**src/rtl/fht_io_pkg.sv**
```systemverilog
// fht_io_pkg
//   Shared definitions for the FHT host-side I/O block.
//   - FHT_* constants: bank address width, sample index width, sample width,
//     transform length and bank count for the 1024-point, 4-bank transform.
//   - state_t: I/O sequencer states (LOAD, START, WAIT_BUSY, WAIT_DONE, UNLOAD).
//   - bit_rev(): reverses a sample index over FHT_N_BIT bits.
package fht_io_pkg;

   localparam int FHT_A_BIT = 8;
   localparam int FHT_N_BIT = 10;
   localparam int FHT_D_BIT = 16;
   localparam int FHT_N     = 1 << FHT_N_BIT;
   localparam int FHT_BANKS = 4;

   typedef enum logic [2:0] {
      ST_LOAD      = 3'd0,
      ST_START     = 3'd1,
      ST_WAIT_BUSY = 3'd2,
      ST_WAIT_DONE = 3'd3,
      ST_UNLOAD    = 3'd4
   } state_t;

   function automatic logic [FHT_N_BIT-1:0] bit_rev(input logic [FHT_N_BIT-1:0] n);
      logic [FHT_N_BIT-1:0] r;
      for (int i = 0; i < FHT_N_BIT; i++) begin
         r[i] = n[FHT_N_BIT-1-i];
      end
      return r;
   endfunction

endpackage

```
**src/rtl/fht_io_fifo2.sv**
```systemverilog
// fht_io_fifo2
//   Two-entry first-word-fall-through FIFO used as the result skid buffer.
//   Ports:
//     clk, rst_n : clock, asynchronous active-low reset
//     push, din  : write request and word (ignored when full without a pop)
//     pop        : read request (ignored when empty)
//     dout       : head word, valid while empty = 0
//     count      : occupancy 0..2
//     empty      : no word held
//   A push and a pop in the same cycle while full is accepted; count stays 2.
module fht_io_fifo2 #(
   parameter int W = 17
) (
   input  logic         clk,
   input  logic         rst_n,
   input  logic         push,
   input  logic         pop,
   input  logic [W-1:0] din,
   output logic [W-1:0] dout,
   output logic [1:0]   count,
   output logic         empty
);

   logic [W-1:0] mem [2];
   logic         wr_ptr;
   logic         rd_ptr;
   logic         push_ok;
   logic         pop_ok;

   assign empty   = (count == 2'd0);
   assign pop_ok  = pop & ~empty;
   // When full, the slot being written is the head being popped this cycle.
   assign push_ok = push & ((count != 2'd2) | pop_ok);
   assign dout    = mem[rd_ptr];

   always_ff @(posedge clk or negedge rst_n) begin
      if (!rst_n) begin
         mem[0] <= '0;
         mem[1] <= '0;
         wr_ptr <= 1'b0;
         rd_ptr <= 1'b0;
         count  <= 2'd0;
      end else begin
         if (push_ok) begin
            mem[wr_ptr] <= din;
            wr_ptr      <= ~wr_ptr;
         end
         if (pop_ok) begin
            rd_ptr <= ~rd_ptr;
         end
         count <= count + {1'b0, push_ok} - {1'b0, pop_ok};
      end
   end

endmodule

```
**src/rtl/fht_io_control.sv**
```systemverilog
// fht_io_control
//   Host-side companion to the FHT controller. Loads N samples from an input
//   stream into 4 banks in bit-reversed order, starts the controller, waits
//   for it to finish, then reads the N results back in natural order onto an
//   output stream buffered by a 2-entry FIFO.
//   Ports:
//     iCLK, iRESET             : clock, asynchronous active-low reset
//     iDATA_IN/iVALID_IN/oREADY_IN : input sample stream (ready only in LOAD)
//     oDATA_OUT/oVALID_OUT/iREADY_OUT/oLAST_OUT : result stream, last on N-1
//     iFHT_RDY, oFHT_START     : controller ready level, one-cycle start pulse
//     oRAM_OWN                 : 1 while this block drives the bank ports
//     oADDR_WR/oDATA_WR/oWE    : registered bank write port, one-hot enable
//     oADDR_RD, iDATA_RD_0..3  : shared read address, per-bank read data
//                                (1-cycle registered RAM latency)
//     oBUSY                    : high outside LOAD
module fht_io_control
   import fht_io_pkg::*;
#(
   parameter int A_BIT = FHT_A_BIT,
   parameter int N_BIT = FHT_N_BIT,
   parameter int D_BIT = FHT_D_BIT
) (
   input  logic                 iCLK,
   input  logic                 iRESET,
   input  logic [D_BIT-1:0]     iDATA_IN,
   input  logic                 iVALID_IN,
   output logic                 oREADY_IN,
   output logic [D_BIT-1:0]     oDATA_OUT,
   output logic                 oVALID_OUT,
   input  logic                 iREADY_OUT,
   output logic                 oLAST_OUT,
   input  logic                 iFHT_RDY,
   output logic                 oFHT_START,
   output logic                 oRAM_OWN,
   output logic [A_BIT-1:0]     oADDR_WR,
   output logic [D_BIT-1:0]     oDATA_WR,
   output logic [FHT_BANKS-1:0] oWE,
   output logic [A_BIT-1:0]     oADDR_RD,
   input  logic [D_BIT-1:0]     iDATA_RD_0,
   input  logic [D_BIT-1:0]     iDATA_RD_1,
   input  logic [D_BIT-1:0]     iDATA_RD_2,
   input  logic [D_BIT-1:0]     iDATA_RD_3,
   output logic                 oBUSY
);

   localparam logic [N_BIT-1:0] LAST_IDX = N_BIT'(FHT_N - 1);

   state_t           state;
   logic [N_BIT-1:0] wr_cnt;
   logic [N_BIT-1:0] rd_cnt;
   logic [N_BIT-1:0] out_cnt;
   logic             rd_done;
   logic             vld_p1;
   logic [1:0]       bank_p1;
   logic             last_p1;
   logic             hs_in;
   logic             pop;
   logic             issue;
   logic [N_BIT-1:0] rev;
   logic [2:0]       occ;
   logic [D_BIT-1:0] rd_word;
   logic [D_BIT:0]   fifo_dout;
   logic [1:0]       fifo_count;
   logic             fifo_empty;

   assign oREADY_IN = (state == ST_LOAD);
   assign oBUSY     = (state != ST_LOAD);
   assign oRAM_OWN  = (state == ST_LOAD) || (state == ST_UNLOAD);
   assign hs_in     = iVALID_IN & oREADY_IN;
   assign rev       = bit_rev(wr_cnt);

   // The read address comes straight from the counter so the registered RAM
   // returns data the cycle after the issue decision.
   assign oADDR_RD  = rd_cnt[N_BIT-1:2];

   assign oVALID_OUT = ~fifo_empty;
   assign oDATA_OUT  = fifo_dout[D_BIT-1:0];
   assign oLAST_OUT  = fifo_dout[D_BIT] & ~fifo_empty;
   assign pop        = oVALID_OUT & iREADY_OUT;

   // Occupancy counts the word still in flight from the RAM so the FIFO can
   // never be pushed past two entries, while a same-cycle pop frees a slot.
   assign occ   = {1'b0, fifo_count} + {2'b00, vld_p1};
   assign issue = (state == ST_UNLOAD) && !rd_done && (occ < (3'd2 + {2'b00, pop}));

   always_comb begin
      rd_word = iDATA_RD_0;
      unique case (bank_p1)
         2'd0:    rd_word = iDATA_RD_0;
         2'd1:    rd_word = iDATA_RD_1;
         2'd2:    rd_word = iDATA_RD_2;
         default: rd_word = iDATA_RD_3;
      endcase
   end

   always_ff @(posedge iCLK or negedge iRESET) begin
      if (!iRESET) begin
         state      <= ST_LOAD;
         wr_cnt     <= '0;
         rd_cnt     <= '0;
         out_cnt    <= '0;
         rd_done    <= 1'b0;
         vld_p1     <= 1'b0;
         bank_p1    <= 2'd0;
         last_p1    <= 1'b0;
         oFHT_START <= 1'b0;
         oWE        <= '0;
         oADDR_WR   <= '0;
         oDATA_WR   <= '0;
      end else begin
         oFHT_START <= 1'b0;
         oWE        <= '0;
         vld_p1     <= 1'b0;

         // write stage: bit-reversed placement, bank from the low reversed bits
         if (hs_in) begin
            oWE      <= FHT_BANKS'(1) << rev[1:0];
            oADDR_WR <= rev[N_BIT-1:2];
            oDATA_WR <= iDATA_IN;
            wr_cnt   <= wr_cnt + 1'b1;
         end

         // read stage p1: remember which bank answers next cycle
         if (issue) begin
            vld_p1  <= 1'b1;
            bank_p1 <= rd_cnt[1:0];
            last_p1 <= (rd_cnt == LAST_IDX);
            rd_cnt  <= rd_cnt + 1'b1;
            if (rd_cnt == LAST_IDX) begin
               rd_done <= 1'b1;
            end
         end

         if (pop) begin
            out_cnt <= out_cnt + 1'b1;
         end

         case (state)
            ST_LOAD: begin
               if (hs_in && (wr_cnt == LAST_IDX)) begin
                  state      <= ST_START;
                  oFHT_START <= 1'b1;
               end
            end
            ST_START: begin
               state <= ST_WAIT_BUSY;
            end
            // Wait for the controller to drop ready first so a level that is
            // still high from before the start cannot skip the transform.
            ST_WAIT_BUSY: begin
               if (!iFHT_RDY) begin
                  state <= ST_WAIT_DONE;
               end
            end
            ST_WAIT_DONE: begin
               if (iFHT_RDY) begin
                  state <= ST_UNLOAD;
               end
            end
            ST_UNLOAD: begin
               if (pop && (out_cnt == LAST_IDX)) begin
                  state   <= ST_LOAD;
                  rd_done <= 1'b0;
               end
            end
            default: begin
               state <= ST_LOAD;
            end
         endcase
      end
   end

   fht_io_fifo2 #(
      .W (D_BIT + 1)
   ) u_fifo (
      .clk   (iCLK),
      .rst_n (iRESET),
      .push  (vld_p1),
      .pop   (pop),
      .din   ({last_p1, rd_word}),
      .dout  (fifo_dout),
      .count (fifo_count),
      .empty (fifo_empty)
   );

endmodule

```
**config.mk**
```make
export PLATFORM = sky130hd
export DESIGN_NAME = fht_io_control
export DESIGN_NICKNAME = d
export VERILOG_FILES = /design/src/rtl/fht_io_pkg.sv /design/src/rtl/fht_io_fifo2.sv /design/src/rtl/fht_io_control.sv
export SDC_FILE = /design/constraint.sdc
export NUM_CORES = 1
export LEC_CHECK = 0
export ABC_CLOCK_PERIOD_IN_PS = 2000
export CAP_MARGIN = 25
export CORE_MARGIN = 2
export CORE_UTILIZATION = 40
export DETAILED_ROUTE_END_ITERATION = 12
export PLACE_DENSITY = 0.79
export SYNTH_ARGS = -nofsm -noshare
export SYNTH_HDL_FRONTEND = slang
export SYNTH_SLANG_ARGS = --single-unit
```
**constraint.sdc**
```tcl
create_clock -name iCLK -period 2 [get_ports iCLK]
set_clock_uncertainty 0.05 [all_clocks]
set_input_delay 0.2 -clock iCLK [delete_from_list [all_inputs] [get_ports iCLK]]
set_output_delay 0.2 -clock iCLK [all_outputs]
set_load 0.005 [all_outputs]
```
==> summary.txt, run 1 <==
status - completed
Final Hold Vio Count - 0
I/O pin total - 143
largest net degree at the start of global routing - 50
layout cells sized above 1 - 0.236
WL/cell - 15.9 um
largest area contributor in the synthesized netlist - dfrtp_1
multi-input logic area - 2160 um^2
fill count - 998
critical path class - reg -> out
first-pass GRT wire length - 17900 um
clk buf depth - 2
CTS tree - yes
Max Freq - 514 MHz
RD Place Congestion - 0.838
H-tree levels - 3
actual slew at the worst max-slew pin - 0.783 ns
most common cell after layout, fill and taps aside - clkdlybuf4s50_1
DR vias/cell - 5.00
Warnings, synthesis - 0
area growth from synthesis to final layout - 41.5%
Hold WC Path Type - in -> reg
family with the most delay on the worst path - buffers and inverters
Seq/Total Area, Yosys - 0.535
Worst Setup EP - oDATA_OUT[13]
Detail Placement HPWL - 8350 um
CTS Buf Count - 9
Post-Synthesis Cells - 398
Starting DRT DRC Count - 104
post-synth top area share - 0.535
RSZ-0062 raised after global routing - yes
ANT cells - 0
max incr delay on CP - 0.47 ns
worst r2r src - u_fifo.count[0]
Clk pin slew, worst setup/hold paths - 0.07 ns
Slew Viols, Final - 0
FF/Latch Area - 2630 um^2
Critical Path Source - u_fifo.rd_ptr
pwr dens - 802 nW/um^2
CP Max Fanout - 7
Syn Area/Cell - 12.3 um^2
Yosys cell types - 43
final setup fails - 0
Crit path depth - 3
die width - 115 um
Starting Density - 0.409
Critical Path RT - 1.75 ns
Mapped Nets - 490
main area contributors after synthesis - dfrtp_1, mux2_2, mux4_2, nand2_1, xnor2_1
post-synthesis cell area - 4910 um^2
critical path arrival - 1.70 ns
initial antenna violation count - 0
NumNets Final - 646
Overall Global Routing Usage - 0.175
vias in the first global route - 3737
setup slack after layout - 0.0545 ns
DRT antenna net count - 0
Critical Path End Type - output pin
slowest CP cell - clkdlybuf4s50_1
Tcrit/Tclk final - 0.973
Clock Root Buffer - clkbuf_16
Tot Pwr - 5580 uW
worst flop-to-flop path endpoint - rd_done
clock sinks - 105
drt total wl - 11300 um
Seq cells post-synth - 105
WP buf/inv - 2
reg2reg setup slack - 0.09 ns
crit-path cells - buf_4, mux2_2, clkdlybuf4s50_1
Overflow after GRT - 0
cell depth of the worst flop-to-flop path - 6
Post-Place Setup Slack - 0.0150 ns
Core Area - 12000 um^2
number of port buffers - 142
die area - 13200 um^2
post-layout min period - 1.95 ns
fin cells - 706
DR vias - 3533
Leak - 0.00325 uW
die height - 115 um
Slew HR - 0.478
Worst Hold Slack - 0.334 ns
Max-Cap Viols - 0
commonest non-fill, non-tap cells in the layout - clkdlybuf4s50_1, dfrtp_1, nand2_1, mux2_2, xnor2_1
number of remaining DRC errors - 0
first-pass iteration count of the detailed router - 4
Worst-Skew Late Latency - 0.34 ns
Worst setup SP type - flip-flop
placed insts - 684
Peak VDD IR - 0.412 mV
row count - 40
worst min-delay path: stages:
cell	delay, ns
clkdlybuf4s50_1	0.39
nand2_1	0.05
nand2_1	0.04
Yosys cell counts:
| master | count |
|---|---|
| buf_2 | 8 |
| buf_1 | 1 |
| a21oi_1 | 1 |
| nor4b_1 | 1 |
| nor4bb_1 | 1 |
| o21a_1 | 1 |
| nor3_2 | 1 |
| nand2_4 | 1 |
| nor3b_1 | 1 |
| or3_2 | 1 |
| o22ai_1 | 1 |
| nand4_1 | 8 |
| or4b_4 | 1 |
| buf_4 | 10 |
| a21o_2 | 1 |
| nand2_1 | 89 |
| mux2i_1 | 1 |
| xnor2_1 | 23 |
| o21ai_2 | 1 |
| dfrtp_1 | 105 |
| nand2_2 | 1 |
| nor4_4 | 1 |
| or3b_4 | 1 |
| inv_1 | 10 |
| a32oi_1 | 1 |
| or2_1 | 1 |
| clkbuf_1 | 3 |
| ha_1 | 7 |
| nor3_4 | 1 |
| and4bb_2 | 1 |
| o21ai_1 | 1 |
| nor3_1 | 6 |
| or3_1 | 1 |
| mux4_2 | 16 |
| mux2_4 | 3 |
| nor2_2 | 1 |
| mux2_2 | 50 |
| nand3_1 | 9 |
| xor2_1 | 8 |
| o31ai_4 | 1 |
| nor2_1 | 9 |
| and3_1 | 8 |
| o32a_1 | 1 |
cell families (layout without fill, tap and decap cells):
kind of cell	after synthesis	in the layout	share of synthesized area
AO/OA/AOI/OAI	9	9	0.0166
XOR/XNOR	31	31	0.0553
adder cells (fa/ha/maj)	7	7	0.0178
buffers and inverters	32	193	0.0341
flip-flops	105	105	0.535
multiplexers	70	70	0.199
AND/OR/NAND/NOR	144	144	0.142
layer usage:
layer	GRT usage	wire length, um
met5	0	0
met4	0.0715	212
met3	0.0343	519
met2	0.309	5870
met1	0.211	4650
power breakdown:
group	switching, uW	internal (uW)	total [uW]
Sequential	250	2380	2630
Clock	785	884	1670
Combinational	542	733	1270
Total	1580	4000	5580
registers in the layout, summed over array words and instances, names as in the netlist, 2 cells and up:
name,cells
u_fifo.mem,34
oDATA_WR,16
out_cnt,10
rd_cnt,10
wr_cnt,10
oADDR_WR,8
oWE,4
state,3
bank_p1,2
u_fifo.count,2
final cells by class:
type                            instances  share of cell area
Timing Repair Buffer                  167               0.239
Multi-Input combinational cell        261               0.311
Tap cell                              147              0.0265
Clock buffer                           10              0.0344
Sequential cell                       105               0.378
Inverter                               10             0.00540
Clock inverter                          6             0.00594
per-stage QoR:
stage	setup TNS, ns	util	cell area, um^2
floorplan	0	-	4910
global placement	0	0.547	6570
detailed placement	0	0.547	6570
CTS	0	0.574	6890
global route	-0.00512	0.579	6950
finish	0	0.579	6950
timing repair:
action,4_1_cts,5_1_grt
gates resized for setup,4,12
hold buffers,1,0
setup buffers,3,2
endpoints found under the setup margin,4,14
pin swaps,1,3
endpoints found under the hold margin,46,0
worst min-delay path by stage:
stage,from,endpoint,slack [ns],cells past startpoint
floorplan,iRESET,bank_p1[0],-0.15,0
global placement,iRESET,oADDR_WR[7],0.20,1
detailed placement,iRESET,oADDR_WR[7],0.22,1
CTS,iDATA_IN[4],oDATA_WR[4],0.32,3
global route,iDATA_IN[9],oDATA_WR[9],0.34,3
finish,iDATA_IN[4],oDATA_WR[4],0.33,3
Note: power is estimated with default switching activity, not from simulation.
==> run 2: changes to the inputs <==
--- a/config.mk
+++ b/config.mk
@@ -5,12 +5,13 @@
 export SDC_FILE = /design/constraint.sdc
 export NUM_CORES = 1
 export LEC_CHECK = 0
-export ABC_CLOCK_PERIOD_IN_PS = 2000
+export ABC_CLOCK_PERIOD_IN_PS = 1800
 export CAP_MARGIN = 25
 export CORE_MARGIN = 2
 export CORE_UTILIZATION = 40
 export DETAILED_ROUTE_END_ITERATION = 12
-export PLACE_DENSITY = 0.79
+export PLACE_DENSITY = 0.76
+export SKIP_LAST_GASP = 1
 export SYNTH_ARGS = -nofsm -noshare
 export SYNTH_HDL_FRONTEND = slang
 export SYNTH_SLANG_ARGS = --single-unit
==> constraint.sdc (replaced) <==
create_clock -name iCLK -period 1.8 [get_ports iCLK]
set_clock_uncertainty 0.05 [all_clocks]
set_input_delay 0.18 -clock iCLK [delete_from_list [all_inputs] [get_ports iCLK]]
set_output_delay 0.18 -clock iCLK [all_outputs]
set_load 0.005 [all_outputs]
==> summary.txt, run 2 (same netlist as run 1, synthesis figures left out) <==
clock share of power - 0.322 (was 0.299)
Worst-Skew Late Latency - 0.34 ns (about the same)
DR vias - 3548 (was 3533)
Worst setup SP type - flip-flop (unchanged)
DRT antenna net count - 0 (unchanged)
Leak - 0.00335 uW (was 0.00325 uW)
largest net degree at the start of global routing - 53 (was 50)
NumNets Final - 657 (was 646)
most common cell after layout, fill and taps aside - clkdlybuf4s50_1 (unchanged)
Placed Instance Area - 6630 um^2 (was 6570 um^2)
post-layout min period - 1.91 ns
cell depth of the worst flop-to-flop path - 6 (unchanged)
clock sinks - 105 (unchanged)
Core Area - 12000 um^2 (unchanged)
WL/cell - 15.5 um (was 15.9 um)
clk buf depth - 2 (unchanged)
DR vias/cell - 4.95 (was 5.00)
setup_tns - -1.38 ns (was 0 ns)
Starting Density - 0.409 (unchanged)
pwr dens - 911 nW/um^2 (was 802 nW/um^2)
status - finished with violations (was completed)
I/O pin total - 143 (unchanged)
reg2reg setup slack - -0.06 ns (was 0.09 ns)
Overflow after GRT - 0 (unchanged)
worst flop-to-flop path endpoint - rd_done (unchanged)
CP Max Fanout - 16 (was 7)
Util after Layout - 0.595 (was 0.579)
final setup fails - 17 (was 0)
first-pass iteration count of the detailed router - 4 (unchanged)
Critical Path Source - u_fifo.rd_ptr (unchanged)
Final Cell Area - 7150 um^2 (was 6950 um^2)
die area - 13200 um^2 (unchanged)
Critical Path RT - 1.57 ns (was 1.75 ns)
number of remaining DRC errors - 0 (unchanged)
Max-Cap Viols - 0 (unchanged)
Slew HR - 0.724 (was 0.478)
Hold WC Path Type - in -> async (was in -> reg)
Clock Root Buffer - clkbuf_16 (unchanged)
Tcrit/Tclk final - 1.06
critical path arrival - 1.68 ns (was 1.70 ns)
Int Pwr - 4770 uW (was 4000 uW)
initial antenna violation count - 0 (unchanged)
setup slack after layout - -0.113 ns (was 0.0545 ns)
actual slew at the worst max-slew pin - 0.413 ns (was 0.783 ns)
worst r2r src - u_fifo.count[0] (unchanged)
die height - 115 um (unchanged)
CTS Buf Count - 9 (unchanged)
vias in the first global route - 3572 (was 3737)
number of port buffers - 142 (unchanged)
Worst Setup EP - oDATA_OUT[15] (was oDATA_OUT[13])
sequential share of power - 0.453 (was 0.472)
Final Hold Vio Count - 0 (unchanged)
Clk pin slew, worst setup/hold paths - 0.07 ns (about the same)
Peak VDD IR - 0.548 mV (was 0.412 mV)
Max Freq - 523 MHz
die width - 115 um (unchanged)
drt total wl - 11100 um (was 11300 um)
H-tree levels - 3 (unchanged)
Critical Path End Type - output pin (unchanged)
biggest regs - u_fifo.mem (34), oDATA_WR (16) (unchanged)
failing checks - setup timing
Worst Hold Slack - 0.259 ns (was 0.334 ns)
layout cells sized above 1 - 0.265 (was 0.236)
Largest register FFs - 34 (unchanged)
RD Place Congestion - 0.780 (was 0.838)
Detail Placement HPWL - 8150 um (was 8350 um)
share of power burned in combinational logic - 0.226 (was 0.229)
Starting DRT DRC Count - 145 (was 104)
row count - 40 (unchanged)
switch share - 0.268 (was 0.283)
RSZ-0062 raised after global routing - yes (unchanged)
Psw - 1750 uW (was 1580 uW)
CTS tree - yes (unchanged)
area growth from synthesis to final layout - 45.6% (was 41.5%)
first-pass GRT wire length - 17500 um (was 17900 um)
critical path class - reg -> out (unchanged)
commonest non-fill, non-tap cells in the layout - clkdlybuf4s50_1, dfrtp_1, nand2_1, mux2_2, buf_4 (was clkdlybuf4s50_1, dfrtp_1, nand2_1, mux2_2, xnor2_1)
ANT cells - 0 (unchanged)
Overall Global Routing Usage - 0.166 (was 0.175)
Slew Viols, Final - 0 (unchanged)
Largest Register - u_fifo.mem (unchanged)
==> run 2: how the worst min path moves through the flow <==
stage,from,endpoint
final,iRESET,oDATA_WR[3]
after global routing,iRESET,oDATA_WR[15]
after CTS,iRESET,oDATA_WR[0]
after detailed placement,iRESET,wr_cnt[0]
after global placement,iRESET,oADDR_WR[4]
after floorplan,iRESET,bank_p1[0]
==> run 2: power groups by stage <==
stage	registers (uW)	logic [uW]	clock network [uW]
2_1_floorplan	2930	674	0
3_3_place_gp	2970	1350	0
3_5_place_dp	2980	1380	0
4_1_cts	2940	1430	2160
5_1_grt	3000	1600	2270
6_report	2950	1470	2090
==> run 2: metrics by stage <==
stage / total power (uW) / instances / setup slack [ns]
global placement: 4310 / 687 / 0.00969
detailed placement: 4370 / 687 / -0.104
global route: 6870 / 717 / -0.168
CTS: 6530 / 707 / -0.143
finish: 6510 / 717 / -0.113
floorplan: 3600 / 398 / 0.00557
==> run 2: worst max-delay path: stages (launching register included) <==
cell             delay, ns
dfrtp_2               0.39
buf_12                0.15
mux2_2                0.34
clkdlybuf4s50_1       0.46
==> run 2: area by class of cell <==
| cell class | count | area (um^2) |
|---|---|---|
| fill | 1002 | 4860 |
| sequential | 105 | 2640 |
| multi-input combinational | 261 | 2200 |
| timing repair buffer | 178 | 1760 |
| clock buffer | 10 | 239 |
| tap | 147 | 184 |
| clock inverter | 6 | 87.6 |
| inverter | 10 | 37.5 |
==> run 2: repair_timing <==
action / 4_1_cts / 5_1_grt
gates resized for setup: 15 / 18
setup endpoints to repair: 26 / 36
setup buffers: 3 / 9
hold buffers: 1 / 0
pin swaps: 3 / 12
endpoints found under the hold margin: 30 / 0
gates cloned: 0 / 1
==> run 2: routing by layer <==
metal,wire (um),track usage,part of all wire
met1,4810,0.215,0.43
met2,5590,0.283,0.50
met3,578,0.0358,0.052
met4,128,0.0458,0.012
met5,0,0,0
==> run 3: changes to the inputs <==
--- a/config.mk
+++ b/config.mk
@@ -8,9 +8,9 @@
 export ABC_CLOCK_PERIOD_IN_PS = 1800
 export CAP_MARGIN = 25
 export CORE_MARGIN = 2
-export CORE_UTILIZATION = 40
+export CORE_UTILIZATION = 48
 export DETAILED_ROUTE_END_ITERATION = 12
-export PLACE_DENSITY = 0.76
+export PLACE_DENSITY = 0.88
 export SKIP_LAST_GASP = 1
 export SYNTH_ARGS = -nofsm -noshare
 export SYNTH_HDL_FRONTEND = slang
==> summary.txt, run 3 (same netlist as run 1, synthesis figures left out) <==
status - finished with violations (unchanged)
failing checks - setup timing (unchanged)
biggest regs - u_fifo.mem (34), oDATA_WR (16) (unchanged)
NumNets Final - 674 (was 657)
DR vias - 3714 (was 3548)
placed insts - 683 (was 687)
fin cells - 720 (was 717)
Starting Density - 0.498 (was 0.409)
first-pass iteration count of the detailed router - 4 (unchanged)
initial antenna violation count - 0 (unchanged)
number of port buffers - 142 (unchanged)
die height - 105 um (was 115 um)
clk buf depth - 2 (unchanged)
drt total wl - 12000 um (was 11100 um)
DR vias/cell - 5.16 (was 4.95)
Hold WC Path Type - in -> reg (was in -> async)
row count - 36 (was 40)
die area - 11100 um^2 (was 13200 um^2)
setup_tns - -0.0585 ns (was -1.38 ns)
Clock Root Buffer - clkbuf_8 (was clkbuf_16)
Overflow after GRT - 0 (unchanged)
worst min-delay path startpoint - iDATA_IN[13]
Overall Global Routing Usage - 0.216 (was 0.166)
Critical Path End Type - flip-flop (was output pin)
RSZ-0062 raised after global routing - yes (unchanged)
critical path class - reg -> reg (was reg -> out)
Tcrit/Tclk final - 1.02 (was 1.06)
setup slack after layout - -0.0298 ns (was -0.113 ns)
Worst-Skew Late Latency - 0.37 ns (was 0.34 ns)
CTS tree - yes (unchanged)
clock sinks - 105 (unchanged)
CTS Buf Count - 9 (unchanged)
Detail Placement HPWL - 8650 um (was 8150 um)
WL/cell - 16.7 um (was 15.5 um)
fill count - 648 (was 1002)
post-layout min period - 1.83 ns (was 1.91 ns)
Largest register FFs - 34 (unchanged)
Max-Cap Viols - 0 (unchanged)
first-pass GRT wire length - 19100 um (was 17500 um)
die width - 105 um (was 115 um)
Largest Register - u_fifo.mem (unchanged)
pwr dens - 849 nW/um^2 (was 911 nW/um^2)
Critical Path RT - 2.03 ns (was 1.57 ns)
Max Freq - 547 MHz (was 523 MHz)
DRT antenna net count - 0 (unchanged)
RD Place Congestion - 0.810 (was 0.780)
area growth from synthesis to final layout - 43.6% (was 45.6%)
vias in the first global route - 3952 (was 3572)
ANT cells - 0 (unchanged)
Slew HR - 0.644 (was 0.724)
I/O pin total - 143 (unchanged)
Peak VDD IR - 0.813 mV (was 0.548 mV)
cell depth of the worst flop-to-flop path - 7 (was 6)
Leak - 0.00335 uW (about the same)
largest net degree at the start of global routing - 41 (was 53)
Clk pin slew, worst setup/hold paths - 0.11 ns (was 0.07 ns)
Critical Path Source - u_fifo.count[0] (was u_fifo.rd_ptr)
number of remaining DRC errors - 0 (unchanged)
commonest non-fill, non-tap cells in the layout - clkdlybuf4s50_1, dfrtp_1, nand2_1, mux2_2, buf_4 (unchanged)
most common cell after layout, fill and taps aside - clkdlybuf4s50_1 (unchanged)
Util after Layout - 0.715 (was 0.595)
layout cells sized above 1 - 0.308 (was 0.265)
Slew Viols, Final - 0 (unchanged)
Hold Path Depth - 3
Core Area - 9860 um^2 (was 12000 um^2)
worst r2r src - u_fifo.count[0] (unchanged)
critical path arrival - 2.06 ns (was 1.68 ns)
Final Hold Vio Count - 0 (unchanged)
final setup fails - 4 (was 17)
CP Max Fanout - 3 (was 16)
Worst setup SP type - flip-flop (unchanged)
Starting DRT DRC Count - 136 (was 145)
actual slew at the worst max-slew pin - 0.534 ns (was 0.413 ns)
H-tree levels - 3 (unchanged)
## run 3: cell count changes in the layout (fill, tap and decap cells not counted), moves of 2 or more
cell | previous run | this run
dlymetal6s2s_1 | 5 | 0
buf_4 | 28 | 45
bufinv_16 | 2 | 0
dfrtp_1 | 99 | 102
clkbuf_2 | 0 | 9
clkbuf_8 | 1 | 11
clkinv_4 | 0 | 3
clkinv_2 | 2 | 0
dfrtp_2 | 6 | 3
clkdlybuf4s50_1 | 132 | 120
buf_2 | 0 | 8
clkbuf_16 | 9 | 0
## run 3: worst max-delay path, cell delays in order (launching register included)
cell and delay (ns):
dfrtp_1 0.41, ha_2 0.20, ha_4 0.17, nor4bb_4 0.24
nand4_1 0.14, buf_4 0.18, nor2_1 0.16, xor2_1 0.19
## run 3: metal layers
metal | vias up | GRT usage | routed length, um
li1 | 1729 | - | -
met1 | 1848 | 0.252 | 4870
met2 | 119 | 0.399 | 6340
met3 | 18 | 0.0343 | 590
met4 | 0 | 0.0800 | 204
met5 | - | 0 | 0
## run 3: stage by stage
step / total power [uW] / worst slack [ns] / hold slack [ns] / area [um^2]
3_5_place_dp: 4420 / -0.0631 / 0.145 / 6680
2_1_floorplan: 3600 / 0.00557 / -0.166 / 4930
6_report: 5990 / -0.0298 / 0.274 / 7050
5_1_grt: 6310 / -0.0959 / 0.272 / 7050
4_1_cts: 5990 / -0.0588 / 0.265 / 6950
3_3_place_gp: 4340 / -0.00160 / 0.132 / 6680
## run 3: worst paths after layout
path | endpoint | slack, ns
max reg2reg | rd_cnt[4] | -0.03
min | oDATA_WR[13] | 0.27
min reg2reg | out_cnt[7] | 0.43
max in group asynchronous | bank_p1[0] | 0.79
max | rd_cnt[4] | -0.03
min in group asynchronous | oADDR_WR[4] | 0.31
## run 3: report_power, final
part           switching [uW]  total [uW]  internal [uW]  leakage, uW
Sequential                295        2940           2650      0.00137
Clock                     843        1440            602     0.000102
Combinational             659        1600            937      0.00188
Total                    1800        5990           4190      0.00335
## run 3: repair_timing
action / 4_1_cts / 5_1_grt
hold buffers: 1 / 0
buffers inserted: 6 / 12
setup endpoints to repair: 24 / 42
hold endpoints to repair: 36 / 0
cloned: 1 / 1
resized for setup: 61 / 21
pin swaps: 4 / 8
## run 3: area by class of cell
type                            instances  area (um^2)  share of cell area
Sequential cell                       105         2630               0.373
Multi-Input combinational cell        261         2210               0.313
Timing Repair Buffer                  195         1810               0.257
Tap cell                              133          166              0.0236
Clock buffer                           11          151              0.0215
Clock inverter                          5         46.3             0.00656
Inverter                               10         37.5             0.00532
